==> src/rtl/mem_arb_pkg.sv <==
// Shared types and constants for the two-port memory arbiter.
package mem_arb_pkg;

  typedef enum logic [1:0] {
    IDLE   = 2'd0,
    ACCESS = 2'd1,
    DONE   = 2'd2
  } state_e;

  localparam bit P_CPU = 1'b0;
  localparam bit P_DMA = 1'b1;

  // Wait-counter width; never below one bit so MEM_LAT = 1 still gets a flop.
  function automatic int unsigned clog2(input int unsigned n);
    int unsigned w;
    w = 1;
    while ((32'd1 << w) < n) w = w + 1;
    return w;
  endfunction

endpackage

==> src/rtl/mem_arb_rr_pick.sv <==
// Combinational 2-way picker: round-robin by default, fixed CPU priority
// when MEM_ARB_CPU_PRIO_EN is defined.
module mem_arb_rr_pick
  import mem_arb_pkg::*;
(
  input  logic [1:0] req,
  input  logic       last,
  output logic [1:0] gnt_c
);

`ifdef MEM_ARB_CPU_PRIO_EN
  logic unused_last;
  assign unused_last = last;

  always_comb begin
    gnt_c = 2'b00;
    if (req[P_CPU])      gnt_c[P_CPU] = 1'b1;
    else if (req[P_DMA]) gnt_c[P_DMA] = 1'b1;
  end
`else
  // On a tie the port that did not win last time is served.
  always_comb begin
    gnt_c = 2'b00;
    if (req[P_CPU] && req[P_DMA]) gnt_c[~last] = 1'b1;
    else                          gnt_c = req;
  end
`endif

endmodule

==> src/rtl/mem_port_arbiter.sv <==
// Shares the single memory port between the CPU (port 0) and DMA (port 1).
// Define MEM_ARB_CPU_PRIO_EN for fixed CPU priority instead of round-robin.
module mem_port_arbiter
  import mem_arb_pkg::*;
#(
  parameter int unsigned MEM_LAT = 2,
  parameter int unsigned AW      = 32,
  parameter int unsigned DW      = 32
) (
  input  logic          clk,
  input  logic          rst,
  input  logic          req0,
  input  logic          we0,
  input  logic [AW-1:0] adr0,
  input  logic [DW-1:0] wdata0,
  output logic          ack0,
  input  logic          req1,
  input  logic          we1,
  input  logic [AW-1:0] adr1,
  input  logic [DW-1:0] wdata1,
  output logic          ack1,
  output logic [DW-1:0] rdata,
  output logic [1:0]    gnt,
  output logic          busy,
  output logic [AW-1:0] mem_adr,
  output logic [DW-1:0] mem_wdata,
  output logic          MemRead,
  output logic          MemWrite,
  input  logic [DW-1:0] mem_rdata
);

  localparam int unsigned   CW       = clog2(MEM_LAT);
  localparam logic [CW-1:0] CNT_LOAD = CW'(MEM_LAT - 1);

  state_e        state_q, state_d;
  logic [1:0]    gnt_q, gnt_d;
  logic          last_q, last_d;
  logic [CW-1:0] cnt_q, cnt_d;
  logic          we_q, we_d;
  logic [AW-1:0] adr_q, adr_d;
  logic [DW-1:0] wdata_q, wdata_d;
  logic [DW-1:0] rdata_q, rdata_d;
  logic          rd_q, rd_d;
  logic          wr_q, wr_d;
  logic          ack0_q, ack0_d;
  logic          ack1_q, ack1_d;
  logic          busy_q, busy_d;
  logic [1:0]    pick_c;

  mem_arb_rr_pick u_pick (
    .req   ({req1, req0}),
    .last  (last_q),
    .gnt_c (pick_c)
  );

  // Next-state and registered-output logic.
  always_comb begin
    state_d = state_q;
    gnt_d   = gnt_q;
    last_d  = last_q;
    cnt_d   = cnt_q;
    we_d    = we_q;
    adr_d   = adr_q;
    wdata_d = wdata_q;
    rdata_d = rdata_q;
    rd_d    = rd_q;
    wr_d    = wr_q;
    ack0_d  = 1'b0;
    ack1_d  = 1'b0;

    unique case (state_q)
      IDLE: begin
        if (|pick_c) begin
          state_d = ACCESS;
          gnt_d   = pick_c;
          cnt_d   = CNT_LOAD;
          if (pick_c[P_DMA]) begin
            we_d    = we1;
            adr_d   = adr1;
            wdata_d = wdata1;
          end else begin
            we_d    = we0;
            adr_d   = adr0;
            wdata_d = wdata0;
          end
          rd_d = ~we_d;
          wr_d = we_d;
        end
      end
      ACCESS: begin
        if (cnt_q == '0) begin
          state_d = DONE;
          rd_d    = 1'b0;
          wr_d    = 1'b0;
          ack0_d  = gnt_q[P_CPU];
          ack1_d  = gnt_q[P_DMA];
          if (!we_q) rdata_d = mem_rdata;
        end else begin
          cnt_d = cnt_q - CW'(1);
        end
      end
      DONE: begin
        state_d = IDLE;
        gnt_d   = 2'b00;
        last_d  = gnt_q[P_DMA];
      end
      default: begin
        state_d = IDLE;
        gnt_d   = 2'b00;
        rd_d    = 1'b0;
        wr_d    = 1'b0;
      end
    endcase

    busy_d = (state_d != IDLE);
  end

  always_ff @(posedge clk) begin
    if (rst) begin
      state_q <= IDLE;
      gnt_q   <= 2'b00;
      last_q  <= 1'b1;
      cnt_q   <= '0;
      we_q    <= 1'b0;
      adr_q   <= '0;
      wdata_q <= '0;
      rdata_q <= '0;
      rd_q    <= 1'b0;
      wr_q    <= 1'b0;
      ack0_q  <= 1'b0;
      ack1_q  <= 1'b0;
      busy_q  <= 1'b0;
    end else begin
      state_q <= state_d;
      gnt_q   <= gnt_d;
      last_q  <= last_d;
      cnt_q   <= cnt_d;
      we_q    <= we_d;
      adr_q   <= adr_d;
      wdata_q <= wdata_d;
      rdata_q <= rdata_d;
      rd_q    <= rd_d;
      wr_q    <= wr_d;
      ack0_q  <= ack0_d;
      ack1_q  <= ack1_d;
      busy_q  <= busy_d;
    end
  end

  assign ack0      = ack0_q;
  assign ack1      = ack1_q;
  assign rdata     = rdata_q;
  assign gnt       = gnt_q;
  assign busy      = busy_q;
  assign mem_adr   = adr_q;
  assign mem_wdata = wdata_q;
  assign MemRead   = rd_q;
  assign MemWrite  = wr_q;

endmodule
==> config.mk <==
export PLATFORM = sky130hd
export DESIGN_NAME = mem_port_arbiter
export DESIGN_NICKNAME = d
export VERILOG_FILES = /design/src/rtl/mem_arb_pkg.sv /design/src/rtl/mem_arb_rr_pick.sv /design/src/rtl/mem_port_arbiter.sv
export SDC_FILE = /design/constraint.sdc
export NUM_CORES = 1
export LEC_CHECK = 0
export CORE_MARGIN = 2
export CORE_UTILIZATION = 42
export CTS_CLUSTER_DIAMETER = 40
export CTS_CLUSTER_SIZE = 30
export DETAILED_ROUTE_END_ITERATION = 16
export PLACE_DENSITY = 0.83
export SYNTH_ARGS = -nofsm -noshare
export SYNTH_HDL_FRONTEND = slang
export SYNTH_SLANG_ARGS = --single-unit
==> constraint.sdc <==
create_clock -name clk -period 3.55 [get_ports clk]
set_input_delay 0.8875 -clock clk [delete_from_list [all_inputs] [get_ports clk]]
set_output_delay 0.8875 -clock clk [all_outputs]
set_load 0.005 [all_outputs]
Word level (Yosys, flattened, before mapping)
Cells that the tools add are included.
{"block": "op_classes", "n_mul": 0, "n_reduce_logical": 12, "div": 0, "magnitude_cmp": 2, "n_addsub": 1, "n_bitwise": 6, "shifts": 0, "n_eq_ne": 4, "mux": 21}
{"op": "2-to-1 mux 32 bit", "n": 2}
{"op": "2-to-1 mux 1 bit", "n": 9}
{"op": "2-to-1 mux 2 bit", "n": 4}
{"op": "one-hot mux 2 bit (2 select lines)", "n": 2}
{"op": "inverter 1 bit", "n": 6}
{"op": "one-hot mux 1 bit (3 select lines)", "n": 2}
{"op": "AND reduction 2 bit", "n": 3}
{"op": "AND reduction 3 bit", "n": 2}
{"op": "inequality test 2 bit, second input constant", "n": 2}
{"op": "nonzero test 2 bit", "n": 2}
{"op": "OR reduction 3 bit", "n": 1}
{"op": "equality test 2 x 1 -> 1 bit, second input constant", "n": 1}
{"op": "equality test 2 bit, second input constant", "n": 1}
{"op": "logical AND 1 bit", "n": 2}
{"op": "zero test 2 bit", "n": 1}
{"op": "< comparator 1 x 2 -> 1 bit, second input constant", "n": 1}
{"op": "one-hot mux 1 bit (2 select lines)", "n": 1}
{"op": "OR reduction 2 bit", "n": 1}
{"op": "demux 1 bit (select 1 bit)", "n": 1}
{"op": ">= comparator 1 bit, second input constant", "n": 1}
{"op": "subtractor 1 bit, second input constant", "n": 1}
{"block": "word_totals", "ram_bits": 0, "regBits": 108, "memories": 0, "latch_bits": 0, "mem_bits_ro": 0, "word_cells": 59, "input_bits": 166}

Logic depth before layout (Yosys ltp)
{"block": "logic_depth", "depth_word": 12, "mapped_depth": 6}

Modules after synthesis
A second synthesis with hierarchy kept.
{"block": "hier_totals", "cells_unflattened": 492, "hier_area_um2": 4653.2}
{"module": "mem_port_arbiter", "cells_per_inst": 489, "area_each_um2": 4634.4, "instances": 1}
{"module": "mem_arb_rr_pick", "cells_per_inst": 3, "area_each_um2": 18.8, "instances": 1}

Worst setup path after synthesis
Ideal clock, no wire load.
{"block": "synth_timing", "path_kind": "input port to flip-flop", "startpoint": "input port rst", "endpoint": "register adr_q[0] (netlist: mem_adr[0])", "t_required_ns": 3.403, "t_arrival_ns": 1.775, "setup_slack_ns": 1.629, "cell_stages": 4, "n_path_buf": 3, "cell_sequence": "buf_2 > clkbuf_1 > clkbuf_1 > a311oi_2"}
{"item": "start, declared", "line": "mem_port_arbiter.sv:11", "rtl": "input logic rst,"}
{"item": "end signal, assigned", "line": "mem_port_arbiter.sv:139", "rtl": "adr_q <= adr_d;"}
{"item": "end, declared", "line": "mem_port_arbiter.sv:40", "rtl": "logic [AW-1:0] adr_q, adr_d;"}
No word-level cell between the ends.

Worst setup path after layout
{"block": "layout_timing", "startpoint": "input port req0", "endpoint": "register wdata_q[15] (netlist: mem_wdata[15])"}
{"block": "layout_between", "elab_chain_cells": 4, "word_cells_on_any_way": 5}
{"item": "start, declared", "line": "mem_port_arbiter.sv:12", "rtl": "input logic req0,"}
{"item": "logical AND 1 bit", "line": "mem_arb_rr_pick.sv:24", "rtl": "if (req[P_CPU] && req[P_DMA]) gnt_c[~last] = 1'b1;"}
{"item": "2-to-1 mux 2 bit (*)", "line": "mem_arb_rr_pick.sv:24"}
{"item": "OR reduction 2 bit", "line": "mem_port_arbiter.sv:73", "rtl": "if (|pick_c) begin"}
{"item": "AND reduction 2 bit (no source line)"}
{"item": "end signal, assigned", "line": "mem_port_arbiter.sv:140", "rtl": "wdata_q <= wdata_d;"}
{"item": "end, declared", "line": "mem_port_arbiter.sv:41", "rtl": "logic [DW-1:0] wdata_q, wdata_d;"}
Every way passes the cells marked *; elsewhere a longest branch is shown, timed or not.
A chain may end at the register's enable or synchronous reset.

==> impl_metrics.py <==
metrics = {
    "drt": {
        "wl_per_cell_um": 16.3,
        "drcViolationCount": 0,
        "vias": 5022,
        "totalWireLength_um": 15300,
        "drt_iter0_drc": 265,
        "drt-pass1-iter-count": 4,
        "final_antenna_net_count": 0,
        "viasPerCell": 5.35,
    },
    "worst_setup_path": {
        "cp-start-kind": "input port",
        "cp_slowest_cell": "clkdlybuf4s50_1",
        "timing.rr.start": "state_q[0]",
        "end_kind": "flop",
        "cpLargestDelayFamily": "buffers and inverters",
        "path_max_fanout": 67,
        "cp.arrival_ps": 2830,
        "cp.required_ps": 3800,
        "path_buf_inv": 2,
        "cpPeakStageDelay_ps": 640,
        "crit_chain": "clkdlybuf4s50_1, o21ba_4, buf_4, a21oi_1, a311oi_2",
        "regToRegSetupSlack_ps": 1640,
        "ff2ff_path_depth": 3,
        "reg2reg_to": "rdata[27]",
        "path_class": "input port to flop",
    },
    "pwr": {
        "p_leak_nw": 2.80,
        "p_seq_frac": 0.417,
        "ir_worst_vdd_mv": 0.297,
        "intPower_mw": 2.49,
        "p_per_area_nw_per_um2": 440,
        "clkPwrFrac": 0.298,
        "switchingPower_uw": 942,
        "pwr-share-comb": 0.285,
        "switching_share": 0.274,
    },
    "synthesis": {
        "netlist_instances": 556,
        "synth.distinct_cells": 31,
        "synth_area_per_cell_um2": 8.78,
        "synth_top_area_share": 0.443,
        "syn_nets": 722,
        "yosys_warnings": 0,
        "synthMuxAreaShare": 0.00436,
        "synth-xor-area-share": 0,
        "synthSimpleGateAreaFrac": 0.167,
        "synth_top_family_by_area": "compound AO/OA/AOI/OAI gates",
        "syn_area_um2": 4880,
        "synth_area_leaders": "dfxtp_1 (44%), a311oi_2 (15%), nand2_1 (15%)",
        "synth_area_leader_cell": "dfxtp_1",
        "synth_compound_area_frac": 0.305,
        "yosys_register_bits": 108,
        "yosysSeqAreaShare": 0.443,
        "synth_fa_ha_area_frac": 0,
    },
    "place": {
        "place_area_um2": 7490,
        "dp_hpwl_um": 10900,
        "place_inst": 922,
        "portBuffers": 268,
        "gp_congestion": 0.836,
    },
    "cts": {
        "htreeDepth": 3,
        "clkTransAtPathRegs_ps": 70,
        "cts.sinks": 108,
        "cts_setup_buffers": 0,
        "cts_resized": 0,
        "worst_skew_pair.late_latency_ps": 340,
        "cts_root_buffer": "clkbuf_16",
        "cts_tree": "yes",
        "cts_buffers": 9,
        "postCtsHoldBufs": 0,
        "cts.path.max_buffers": 2,
    },
    "global_routing": {
        "grt_use_total": 0.235,
        "grt_max_degree": 69,
        "antenna_found_initial": 0,
        "grt_pass1_wl_um": 24100,
        "grt_overflow_total": 0,
        "grt_pass1_vias": 5041,
    },
    "timing": {
        "fin_crit_ps": 2580,
        "slew_headroom": 0.335,
        "hold_violations": 0,
        "fmax_mhz": 388,
        "maxSlewViolCount": 0,
        "fin_crit_sh": 0.727,
        "setup_viol": 0,
        "final.setup.tns_ps": 0,
        "clock_skew_ps": 4.30,
        "worstMarginPinSlew_ps": 998,
        "rsz0062_at_grt": "false",
    },
    "finish": {
        "stdcell_area_um2": 7800,
        "drive_gt1_frac": 0.104,
        "postLayoutCoreUtil": 0.686,
        "antenna_cells": 0,
        "fin_nets": 956,
        "final_cells": 938,
        "area_delta_synth_final_pct": 59.8,
    },
    "floorplan": {
        "start_util": 0.429,
        "core-area_um2": 11400,
        "die_w_um": 112,
        "die_y_um": 112,
        "ioPinCount": 269,
        "die_area_um2": 12500,
        "placementRows": 39,
    },
    "outcome": {
        "outcome": "completed",
    },
    "worst_hold_path": {
        "whs_endpoint": "rdata[6]",
        "hold_path.startpoint": "rdata[6]",
        "hold_class": "flop to flop",
        "whs_path_depth": 2,
    },
    "flow_run": {
        "maxCapViolCount": 0,
    },
}
## routing by layer
metal  GRT usage  part of all wire
met5           0                 0
met4      0.0996             0.031
met3      0.0626             0.081
met2       0.425              0.50
met1       0.258              0.39
## power groups by stage
stage	clock network (mW)	registers (mW)	logic [mW]
after global placement	0	1.45	0.960
after CTS	1.04	1.43	0.987
final	1.02	1.43	0.980
after global routing	1.09	1.45	1.06
after detailed placement	0	1.46	0.984
after floorplan	0	1.45	0.481
## Yosys cell counts
| cell type | number |
|---|---|
| a2111oi_0 | 1 |
| a211oi_1 | 2 |
| a21bo_2 | 1 |
| a21boi_1 | 1 |
| a21oi_1 | 99 |
| a311oi_1 | 14 |
| a311oi_2 | 50 |
| a31oi_1 | 1 |
| and2_1 | 3 |
| and3_1 | 1 |
| buf_2 | 14 |
| buf_4 | 15 |
| buf_6 | 11 |
| clkbuf_1 | 16 |
| dfxtp_1 | 108 |
| inv_1 | 7 |
| inv_2 | 1 |
| mux2_2 | 1 |
| mux2i_1 | 1 |
| nand2_1 | 193 |
| nor3_1 | 3 |
| nor4_1 | 1 |
| nor4b_4 | 1 |
| nor4bb_1 | 1 |
| o211ai_1 | 1 |
| o21ai_0 | 3 |
| o21ba_4 | 1 |
| o21bai_1 | 1 |
| o22ai_1 | 1 |
| o32ai_1 | 2 |
| or4b_1 | 1 |
## tightest hold or removal path, cell delays in order, from the launching register on
cell and delay [ps]:
dfxtp_1 310, nand2_1 50, a21oi_1 50
## cells in the final DEF, fill, tap and decap left out, types with 2 or more instances in the layout
cell type        count
clkdlybuf4s50_1    267
nand2_1            193
dfxtp_1            108
a21oi_1             99
a311oi_2            50
a311oi_1            14
buf_4               10
clkbuf_16            9
inv_1                7
nor3_1               3
o21ai_0              3
a211oi_1             2
o32ai_1              2
and2_1               2
clkinvlp_4           2
clkbuf_1             2
clkbuf_8             2
buf_12               2
## through the flow
stage	hold WS (ps)	setup slack, ps	power [mW]
global placement	441	719	2.41
global route	475	820	3.59
detailed placement	447	621	2.44
finish	457	971	3.44
CTS	457	980	3.46
floorplan	448	1630	1.93
## cells by family after synthesis
group                  after synthesis
AOI/OAI and AO/OA                  178
buffers and inverters               64
muxes                                2
and+or+nand+nor                    204
DFF                                108
## flip-flops by register name, summed over array words and instances, names as in the netlist
signal / count
MemRead: 1
rdata: 32
gnt: 2
mem_adr: 32
we_q: 1
busy: 1
ack1: 1
mem_wdata: 32
ack0: 1
last_q: 1
MemWrite: 1
cnt_q: 1
state_q: 2
## cell type report
class                   instances  area [µm²]
clock buffers                  13         260
clock inverters                 3        45.0
fillers                       872        3570
inverters                       8        30.0
repair buffers                279        2790
flip-flops and latches        108        2160
multi-input cells             384        2340
well taps                     143         179
## how the worst max path moves through the flow
stage | slack (ps) | to | depth (start not counted) | from
after floorplan | 1630 | mem_adr[0] | 4 | rst
after global placement | 720 | MemWrite | 5 | req0
after detailed placement | 620 | MemWrite | 5 | req0
after CTS | 980 | MemWrite | 5 | req0
after global routing | 820 | MemRead | 5 | req0
final | 970 | mem_wdata[15] | 5 | req0
(Power assumes the default switching activity.)
